===== src/rtl/pcie_pkg.sv =====
// pcie_pkg: shared types and constants for PIPE receiver detection.
// Holds the detect FSM state enum and the PIPE encodings it relies on.
package pcie_pkg;

    typedef enum logic [2:0] {
        IDLE   = 3'd0,
        ASSERT = 3'd1,
        WAIT   = 3'd2,
        EVAL   = 3'd3,
        DONE   = 3'd4
    } detState_t;

    localparam logic [2:0] RXSTATUS_DETECTED = 3'b011;
    localparam logic [3:0] POWERDOWN_P1      = 4'h2;

endpackage


===== src/rtl/pcie_lane_width_calc.sv =====
// pcie_lane_width_calc: lane population count and usable link width.
// Ports: mask (detected lanes) -> laneCount, linkWidth (power of two).
module pcie_lane_width_calc #(
    parameter int  LANESNUMBER = 16,
    localparam int LW          = $clog2(LANESNUMBER) + 1
) (
    input  logic [LANESNUMBER-1:0] mask,
    output logic [LW-1:0]          laneCount,
    output logic [LW-1:0]          linkWidth
);

    logic prefixAll;

    always_comb begin
        laneCount = '0;
        linkWidth = '0;
        prefixAll = 1'b1;
        for (int i = 0; i < LANESNUMBER; i++) begin
            laneCount = laneCount + LW'(mask[i]);
            prefixAll = prefixAll & mask[i];
            // a width is only usable at a power-of-two lane count
            if (prefixAll && (((i + 1) & i) == 0)) begin
                linkWidth = LW'(i + 1);
            end
        end
    end

endmodule


===== src/rtl/pcie_rx_detect_ctrl.sv =====
// pcie_rx_detect_ctrl: PIPE receiver-detect sequencer with retry/timeout.
// Ports: pclk/reset_n, start/restart in, PhyStatus/RxStatus from PHY,
// TxDetectRx_Loopback/TxElecIdle/PowerDown to PHY, detect results out.
module pcie_rx_detect_ctrl
    import pcie_pkg::*;
#(
    parameter int  LANESNUMBER    = 16,
    parameter int  TIMEOUT_CYCLES = 1024,
    parameter int  MAX_RETRIES    = 2,
    localparam int LW             = $clog2(LANESNUMBER) + 1
) (
    input  logic                     pclk,
    input  logic                     reset_n,
    input  logic                     start,
    input  logic                     restart,
    input  logic [LANESNUMBER-1:0]   PhyStatus,
    input  logic [3*LANESNUMBER-1:0] RxStatus,
    output logic [LANESNUMBER-1:0]   TxDetectRx_Loopback,
    output logic [LANESNUMBER-1:0]   TxElecIdle,
    output logic [4*LANESNUMBER-1:0] PowerDown,
    output logic [LANESNUMBER-1:0]   detected_mask,
    output logic [LW-1:0]            NumberDetectLanes,
    output logic [LW-1:0]            link_width,
    output logic                     WriteDetectLanesFlag,
    output logic                     busy,
    output logic                     timeout
);

    localparam int CW = $clog2(TIMEOUT_CYCLES + 1);
    localparam int RW = $clog2(MAX_RETRIES + 2);
    localparam logic [CW-1:0] CNT_LAST  = CW'(TIMEOUT_CYCLES - 1);
    localparam logic [RW-1:0] RETRY_MAX = RW'(MAX_RETRIES);

    detState_t state, stateNext;
    logic [CW-1:0] winCnt, winCntNext;
    logic [RW-1:0] retryCnt, retryCntNext;
    logic [LANESNUMBER-1:0] responded, respondedNext;
    logic [LANESNUMBER-1:0] maskNext, rxHit, phyNew;
    logic [LW-1:0] calcCount, calcWidth, countNext, widthNext;
    logic timeoutNext;

    // the link stays electrically idle in P1 throughout detection
    assign TxElecIdle = '1;
    assign PowerDown  = {LANESNUMBER{POWERDOWN_P1}};

    for (genvar i = 0; i < LANESNUMBER; i++) begin : gLane
        assign rxHit[i] = (RxStatus[3*i +: 3] == RXSTATUS_DETECTED);
    end

    // only the first strobe of a lane in a window carries its result
    assign phyNew = PhyStatus & ~responded;

    pcie_lane_width_calc #(
        .LANESNUMBER(LANESNUMBER)
    ) uWidthCalc (
        .mask      (detected_mask),
        .laneCount (calcCount),
        .linkWidth (calcWidth)
    );

    always_comb begin
        stateNext     = state;
        winCntNext    = winCnt;
        retryCntNext  = retryCnt;
        respondedNext = responded;
        maskNext      = detected_mask;
        timeoutNext   = timeout;
        countNext     = NumberDetectLanes;
        widthNext     = link_width;
        unique case (state)
            IDLE: begin
                if (start || restart) begin
                    stateNext     = ASSERT;
                    winCntNext    = '0;
                    retryCntNext  = '0;
                    respondedNext = '0;
                    maskNext      = '0;
                    timeoutNext   = 1'b0;
                    countNext     = '0;
                    widthNext     = '0;
                end
            end
            ASSERT: stateNext = WAIT;
            WAIT: begin
                respondedNext = responded | PhyStatus;
                maskNext      = detected_mask | (phyNew & rxHit);
                winCntNext    = winCnt + CW'(1);
                // all-responded wins over a coincident window expiry
                if (&respondedNext) begin
                    stateNext = EVAL;
                end else if (winCnt == CNT_LAST) begin
                    stateNext   = EVAL;
                    timeoutNext = 1'b1;
                end
            end
            EVAL: begin
                if (detected_mask == '0 && retryCnt < RETRY_MAX) begin
                    stateNext     = ASSERT;
                    retryCntNext  = retryCnt + RW'(1);
                    winCntNext    = '0;
                    respondedNext = '0;
                end else begin
                    stateNext = DONE;
                    countNext = calcCount;
                    widthNext = calcWidth;
                end
            end
            DONE:    stateNext = IDLE;
            default: stateNext = IDLE;
        endcase
        // a forced restart overrides whatever exit was chosen above
        if (restart && (state inside {ASSERT, WAIT, EVAL})) begin
            stateNext     = ASSERT;
            winCntNext    = '0;
            retryCntNext  = '0;
            respondedNext = '0;
            maskNext      = '0;
            timeoutNext   = 1'b0;
        end
    end

    always_ff @(posedge pclk or negedge reset_n) begin
        if (!reset_n) begin
            state                <= IDLE;
            winCnt               <= '0;
            retryCnt             <= '0;
            responded            <= '0;
            detected_mask        <= '0;
            NumberDetectLanes    <= '0;
            link_width           <= '0;
            timeout              <= 1'b0;
            WriteDetectLanesFlag <= 1'b0;
            busy                 <= 1'b0;
            TxDetectRx_Loopback  <= '0;
        end else begin
            state                <= stateNext;
            winCnt               <= winCntNext;
            retryCnt             <= retryCntNext;
            responded            <= respondedNext;
            detected_mask        <= maskNext;
            NumberDetectLanes    <= countNext;
            link_width           <= widthNext;
            timeout              <= timeoutNext;
            WriteDetectLanesFlag <= (stateNext == DONE);
            busy                 <= (stateNext != IDLE);
            TxDetectRx_Loopback  <= {LANESNUMBER{stateNext == WAIT}};
        end
    end

endmodule


===== config.mk =====
export PLATFORM = sky130hd
export DESIGN_NAME = pcie_rx_detect_ctrl
export DESIGN_NICKNAME = d
export VERILOG_FILES = /design/src/rtl/pcie_pkg.sv /design/src/rtl/pcie_lane_width_calc.sv /design/src/rtl/pcie_rx_detect_ctrl.sv
export SDC_FILE = /design/constraint.sdc
export NUM_CORES = 1
export LEC_CHECK = 0
export CAP_MARGIN = 10
export CORE_ASPECT_RATIO = 0.7
export CORE_MARGIN = 8
export CORE_UTILIZATION = 40
export CTS_CLUSTER_DIAMETER = 40
export DETAILED_ROUTE_END_ITERATION = 12
export GPL_TIMING_DRIVEN = 0
export PLACE_DENSITY = 0.84
export SLEW_MARGIN = 20
export SYNTH_ARGS = -nofsm -noshare
export SYNTH_HDL_FRONTEND = slang
export SYNTH_SLANG_ARGS = --single-unit

===== constraint.sdc =====
create_clock -name pclk -period 6.7 [get_ports pclk]
set_input_delay 0.67 -clock pclk [delete_from_list [all_inputs] [get_ports pclk]]
set_output_delay 0.67 -clock pclk [all_outputs]
set_load 0.005 [all_outputs]

**Word level (Yosys, flattened, before mapping)**

Index checks and enable logic that the tools add are counted.

- $add $sub $neg: 17
- Muxes and demuxes: 35
- Bitwise operators: 20
- Magnitude comparators: 1
- Equal/unequal tests: 28
- Reductions and logical operators: 17

Operators with widths:

| kind | count |
|---|---|
| $add A5 B1 Y5 | 14 |
| $mux W16 | 4 |
| $eq A3 B2 Y1 const B | 19 |
| $pmux W16 S3 | 1 |
| $mux W5 | 7 |
| $mux W11 | 3 |
| $pmux W11 S3 | 1 |
| $and A16 B16 Y16 | 2 |
| $or A16 B16 Y16 | 2 |
| $pmux W16 S2 | 1 |
| $pmux W5 S2 | 2 |
| $logic_not A16 Y1 | 1 |
| $not A16 Y16 | 1 |
| $reduce_and A16 Y1 | 1 |
| $and A1 B1 Y1 | 15 |
| $mux W3 | 5 |
| $pmux W3 S4 | 1 |
| $reduce_bool A3 Y1 | 4 |
| $add A11 B1 Y11 const B | 1 |
| $eq A11 B10 Y1 const B | 1 |
| $ne A3 B2 Y1 const B | 3 |
| $reduce_and A3 Y1 | 3 |
| $mux W2 | 3 |
| $mux W1 | 5 |
| other kinds (16) | 18 |

- Flip-flop bits (word level): 62
- Output and inout bits: 125
- Input port bits: 68

**Logic depth before layout (Yosys ltp)**

Gate-level depths: netlist (run 1).

- Depth after elaboration: 18
- Mapped depth: 15

**Hierarchy**

Synthesis (run 1) repeated with hierarchy kept, for this count alone.

- Cell total of the unflattened synthesis: 441
- Area total of the unflattened synthesis: 4028.9 um^2

Modules (own cells, without submodules):

| module | area each (um^2) | seq. area each (um^2) | instances | cells each |
|---|---|---|---|---|
| pcie_rx_detect_ctrl | 3515.9 | 1551.5 | 1 | 381 |
| pcie_lane_width_calc | 513.0 | 0.0 | 1 | 60 |

**Worst setup path before layout (run 1)**

OpenSTA, ideal clock, no wires.

- Kind: flip-flop to flip-flop
- Start: reg detected_mask[0]
- End: reg NumberDetectLanes[1]
- Slack: 2998 ps
- Arrival: 3581 ps
- Path buffers: 0
- Library setup time: 121 ps
- Cell stages (with the launch flop): 13
- Data required time: 6579 ps
- Cells stage by stage: dfrtp_1 > inv_1 > ha_1 > inv_1 > fa_1 > fa_1 > fa_1 > fa_1 > fa_1 > inv_1 > fa_1 > nand2_1 > o21ai_1

- Longest elaborated chain between the ends: 17
- Elaborated cells on any way between the ends: 21

RTL lines:

| item | RTL line | text |
|---|---|---|
| start, declared | pcie_rx_detect_ctrl.sv:21 | `output logic [LANESNUMBER-1:0] detected_mask,` |
| start signal, assigned | pcie_rx_detect_ctrl.sv:140 | `detected_mask <= maskNext;` |
| $add A1 B1 Y2 | pcie_lane_width_calc.sv:19 | `laneCount = laneCount + LW'(mask[i]);` |
| $add A5 B1 Y5 (14 in a row) | pcie_lane_width_calc.sv:19 |  |
| $mux W5 | pcie_rx_detect_ctrl.sv:97 | `if (detected_mask == '0 && retryCnt < RETRY_MAX) begin` |
| $pmux W5 S2 | pcie_rx_detect_ctrl.sv:70 | `unique case (state)` |
| end signal, assigned | pcie_rx_detect_ctrl.sv:141 | `NumberDetectLanes <= countNext;` |
| end, declared | pcie_rx_detect_ctrl.sv:22 | `output logic [LW-1:0] NumberDetectLanes,` |

Several ways; a longest one is shown, not always the timed one. The select of a mux whose other input is x is not followed.
A chain may end at the register's enable or synchronous reset.

**Final worst setup path (run 1)**

Same ends and word-level chain as after synthesis.

==> qor.txt, run 1 <==
Status: complete, no violations
Int Power: 0.976 mW
Utilization after layout: 60.7%
Adder-Cell Fraction of Synth Area: 7.82%
LEAKAGE: 2.77 nW
Arr. time, crit path: 4150 ps
Slew Limit Fails: 0
Rel. slew slack: 51.4%
CORE AREA: 9720 um^2
Compound-gate portion of the synthesized area: 12.8%
Flops & latches, synth: 62
Hold_ws: 168 ps
Clk slew on worst S/H paths: 50 ps
Power per cell area: 230 nW/um^2
Synth Area in XOR/XNOR: 0.876%
Worst Tran Pin Value: 726 ps
Site Rows: 30
Clk pwr share: 36.2%
Nets: 716
CP Max Fanout: 4
Die height: 99.7 um
Comb power frac: 31.9%
Critical path origin: detected_mask[0]
Routability-driven placement congestion ratio: 0.904
Clk root buf: clkbuf_16
Die ar.: 13500 um^2
Initial Util: 41.2%
# IOs: 193
FF-to-FF Start: detected_mask[0]
R2R Setup Slk: 2770 ps
Most common cell type on the critical path: fa_1
Largest net degree at the start of global routing: 52
Num CTS Buffers: 9
Vias in the first global route: 3699
Final min period: 3930 ps
Share of layout cells above drive strength 1: 20.3%
N_diodes: 0
RSZ-0062 raised after global routing: no
Critical path startpoint category: flop
Cts-stage hold buffer count: 0
Maximum VDD drop: 143 uV
Post-CTS Resized: 0
Commonest non-fill, non-tap cell in the layout: clkdlybuf4s50_1
# Post-CTS Setup Buffers: 0
Initial antenna violation count: 0
Yosys cell types: 47
Slowest CP cell: fa_1
Max cap viols: 0
TritonCTS clock tree: built
Post-Synthesis Cells: 428
Crit path depth: 12
Critical path class: reg -> reg
Crit share post-route: 58.7%
Min-delay worst type: in -> async
ANT nets after route: 0
Mux cell area share after synthesis: 0%
CP required: 6920 ps
CP Cell Sequence: inv_1 > ha_1 > inv_1 > fa_1 > fa_1 > fa_1 > fa_1 > fa_1 > inv_1 > fa_1 > nand2_1 > o21ai_1
Largest family of logic cells by synthesized area: buffers and inverters
Tot GR Track Use: 17.7%
Commonest cells after routing, fill and taps aside: 110 x clkdlybuf4s50_1, 98 x buf_4, 80 x conb_1
Avg Cell Area, Syn: 9.35 um^2
DR vias/cell: 4.66
First-pass GRT wire length: 18900 um
Cell family with most CP delay: adder cells
Num Clock Sinks: 62
Routed WL: 11900 um
Synthesized area: 4000 um^2
Finished Layout Cells: 762
Port bufs: 111
Final HPWL DP: 9640 um
H-tree depth: 3
CP peak stage delay: 540 ps
Placed Instances: 746
RR Endpoint: NumberDetectLanes[1]
Width of the die: 136 um
Worst-Skew Late Latency: 340 ps
Sw frac: 28.2%
Reg power frac: 32.0%
DR iter-0 viols: 266
Post-Synth Simple-Gate Area: 16.9%
Wire per inst: 15.7 um
Skew final: 7.78 ps
Global route overflow: 0
Seq/Total Area, Yosys: 38.8%
Final Hold Viols: 0
Final setup violation count: 0
Sw Pwr: 0.383 mW
Remaining DRCs: 0
Area delta synth->final: 47.4%
Drt first pass iters: 5
Syn. warnings: 0
Worst Path Buf+Inv: 3
Setup TNS: 0 ps
Vias: 3548
Fmax: 254 MHz
Worst Setup End Kind: flop
Clk buf depth: 2
Worst-case reg-to-reg path depth: 12
[kinds of logic after synthesis]
family | Yosys count
AOI/OAI and AO/OA | 87
xor gates and xnor gates | 4
adders and majority gates | 19
buffers and inverters | 137
DFF | 62
other | 2
and+or+nand+nor | 117
[routing by layer]
metal,up-vias,part of all wire [%],track usage [%]
li1,1697,-,-
met1,1647,39,20.5
met2,185,50,29.0
met3,19,10,7.70
met4,0,1.6,5.53
met5,-,0,0
[final cells by class]
class                   count  area (um^2)
plain buffers             108          798
clock buffers              13          240
clock inverters             3         68.8
fillers                   821         3820
inverters                  29          109
multi-input cells         307         1840
flip-flops and latches     62         1550
well taps                 128          160
repair buffers            112         1140
[worst max-delay path by stage]
| stage | endpoint | slack (ps) |
|---|---|---|
| after global routing | NumberDetectLanes[4] | 2620 |
| after detailed placement | NumberDetectLanes[1] | 2790 |
| after CTS | NumberDetectLanes[1] | 2780 |
| after global placement | NumberDetectLanes[1] | 2840 |
| after floorplan | NumberDetectLanes[1] | 3000 |
| final | NumberDetectLanes[1] | 2770 |
[state kept, by name (all words and copies together) (netlist names)]
name / cells
detected_mask: 16
responded: 16
winCnt: 11
NumberDetectLanes: 5
link_width: 5
state: 3
retryCnt: 2
TxDetectRx_Loopback: 1
WriteDetectLanesFlag: 1
busy: 1
timeout: 1
[power by group through the flow]
stage	clock, mW	sequential [mW]	combinational [mW]
6_report	0.491	0.434	0.433
5_1_grt	0.513	0.440	0.475
4_1_cts	0.497	0.435	0.431
3_5_place_dp	0	0.440	0.430
3_3_place_gp	0	0.437	0.417
2_1_floorplan	0	0.434	0.243
[synthesized netlist by cell type, drive strengths merged]
master / instances / share of area [%]
a211oi: 1 / 0.31
a21o: 1 / 0.19
a21oi: 41 / 5.2
a22o: 3 / 0.66
a31oi: 4 / 0.63
and2: 1 / 0.16
and3: 2 / 0.34
and4: 1 / 0.22
buf: 105 / 20
clkbuf: 3 / 0.28
conb: 2 / 0.19
dfrtp: 62 / 39
fa: 10 / 5.0
ha: 9 / 2.8
inv: 29 / 2.7
nand2: 17 / 1.8
nand2b: 1 / 0.34
nand3: 21 / 2.6
nand3b: 1 / 0.19
nand4: 7 / 1.3
nor2: 35 / 3.3
nor2b: 2 / 0.50
nor3: 6 / 0.75
nor4: 1 / 0.16
nor4b: 2 / 0.44
nor4bb: 16 / 4.0
o211ai: 1 / 0.19
o21ai: 17 / 2.2
o21bai: 1 / 0.19
o22a: 2 / 0.47
o22ai: 8 / 1.3
o31ai: 8 / 1.5
or2: 1 / 0.16
or3: 2 / 0.31
or4b: 1 / 0.34
xnor2: 2 / 0.44
xor2: 2 / 0.44
[stage by stage]
| stage | setup slack (ps) | total power, mW | cell area (um^2) |
|---|---|---|---|
| after global routing | 2620 | 1.43 | 5900 |
| after CTS | 2780 | 1.36 | 5900 |
| after detailed placement | 2790 | 0.870 | 5590 |
| after global placement | 2840 | 0.854 | 5570 |
| after floorplan | 3000 | 0.677 | 4290 |
| final | 2770 | 1.36 | 5900 |
Note: power is estimated with default switching activity, not from simulation.
==> run 2: changes to the inputs <==
==> constraint.sdc (replaced) <==
create_clock -name pclk -period 3.75 [get_ports pclk]
set_input_delay 0.375 -clock pclk [delete_from_list [all_inputs] [get_ports pclk]]
set_output_delay 0.375 -clock pclk [all_outputs]
set_load 0.005 [all_outputs]
==> qor.txt, run 2 (same netlist as run 1, synthesis figures left out) <==
Routability-driven placement congestion ratio: 0.904
Fmax: 262 MHz
Final Hold Viols: 0
Commonest cells after routing, fill and taps aside: 110 x clkdlybuf4s50_1, 103 x buf_4, 80 x conb_1
Max cap viols: 0
Share of layout cells above drive strength 1: 22.8%
Final WS setup: -61.4 ps
Clk slew on worst S/H paths: 60 ps
Commonest non-fill, non-tap cell in the layout: clkdlybuf4s50_1
Arr. time, crit path: 4040 ps
Failing checks: setup timing
Nets: 722
Maximum VDD drop: 258 uV
Die ar.: 13500 um^2
H-tree depth: 3
CP required: 3970 ps
Worst Tran Pin Value: 671 ps
Port bufs: 111
Drt first pass iters: 5
RSZ-0062 raised after global routing: yes
Worst-Skew Late Latency: 340 ps
Site Rows: 30
Routed WL: 12300 um
CP Max Fanout: 3
Rel. slew slack: 55.1%
ANT nets after route: 0
LEAKAGE: 2.80 nW
Final setup violation count: 4
Finished Layout Cells: 768
Skew final: 9.28 ps
DR vias/cell: 4.68
Vias in the first global route: 3717
DR iter-0 viols: 298
Layout fillers: 808
Initial Util: 41.2%
Clk buf depth: 2
Largest net degree at the start of global routing: 52
Clk root buf: clkbuf_16
Placed Instances: 746
TritonCTS clock tree: built
Vias: 3594
Worst Setup End Kind: flop
Critical path class: reg -> reg
First-pass GRT wire length: 18900 um
Area delta synth->final: 49.5%
Global route overflow: 0
# IOs: 193
Die height: 99.7 um
Status: complete, but fails checks
N_diodes: 0
Hold_ws: 421 ps
Initial antenna violation count: 0
Wire per inst: 16.0 um
CORE AREA: 9720 um^2
Critical path startpoint category: flop
Tot GR Track Use: 17.8%
Power per cell area: 409 nW/um^2
Remaining DRCs: 0
Slew Limit Fails: 0
Final HPWL DP: 9640 um
Min-delay worst type: in -> async
Crit share post-route: 102%
Num Clock Sinks: 62
Width of the die: 136 um
Num CTS Buffers: 9
Utilization after layout: 61.5%
Top Registers: detected_mask (16), responded (16), winCnt (11)
Final min period: 3810 ps
run 2: cell count changes in the layout (fill, tap and decap cells not counted), moves of 2 or more:
cell / delta
a21oi_1: -2
a21oi_2: +2
buf_4: +5
fa_1: -3
fa_2: +3
inv_1: -4
inv_2: +4
run 2: area by class of cell:
class | count | area (um^2) | area share [%]
multi-input cells | 307 | 1870 | 31.3
flip-flops and latches | 62 | 1550 | 25.9
repair buffers | 118 | 1180 | 19.8
plain buffers | 108 | 798 | 13.3
clock buffers | 13 | 240 | 4.02
well taps | 128 | 160 | 2.68
inverters | 29 | 109 | 1.82
clock inverters | 3 | 68.8 | 1.15
run 2: worst paths after layout:
path                       slack (ps)                     end  depth (start not counted)                 start
setup / recovery                  -60    NumberDetectLanes[4]                         14      detected_mask[1]
hold / removal                    420           responded[10]                          2               reset_n
setup reg to reg                  -60    NumberDetectLanes[4]                         14      detected_mask[1]
hold reg to reg                   480    NumberDetectLanes[1]                          2  NumberDetectLanes[1]
max in group asynchronous        2830  TxDetectRx_Loopback[0]                          3               reset_n
min in group pclk                 480    WriteDetectLanesFlag                          2               restart
run 2: routing by layer:
metal | GRT usage (%) | routed length (um) | vias to the layer above
li1 | - | - | 1711
met1 | 20.6 | 4730 | 1672
met2 | 29.0 | 6180 | 191
met3 | 7.60 | 1180 | 20
met4 | 5.53 | 191 | 0
met5 | 0 | 0 | -
run 2: metrics by stage:
stage	area, um^2	setup TNS (ps)	power, mW	setup slack, ps
after floorplan	4290	0	1.21	48.0
after global placement	5570	-304	1.53	-109
after detailed placement	5590	-541	1.55	-158
after CTS	5920	-58.0	2.44	-26.6
after global routing	5980	-476	2.57	-159
final	5980	-152	2.45	-61.4
run 2: what timing repair did:
| item | CTS | global route |
|---|---|---|
| hold buffers | 1 | 0 |
| gates resized for setup | 1 | 12 |
| endpoints found under the setup margin | 4 | 4 |
| pin swaps | 2 | 6 |
| buffers inserted | 2 | 3 |
| hold endpoints to repair | 11 | 0 |
run 2: where the power goes:
| part | switching (mW) | leakage (nW) | internal [mW] |
|---|---|---|---|
| sequential | 0.0589 | 0.853 | 0.717 |
| combinational | 0.338 | 1.80 | 0.450 |
| clock | 0.299 | 0.148 | 0.584 |
run 2: worst max-delay path: stages (launching register included):
cell and delay, ps:
dfrtp_1 380, inv_2 80, ha_4 270, inv_2 30
fa_1 460, fa_2 550, fa_1 430, fa_1 520
fa_2 210, inv_2 50, fa_2 360, a21oi_2 150
nor2_1 60, nand2_1 70, o21ai_1 70
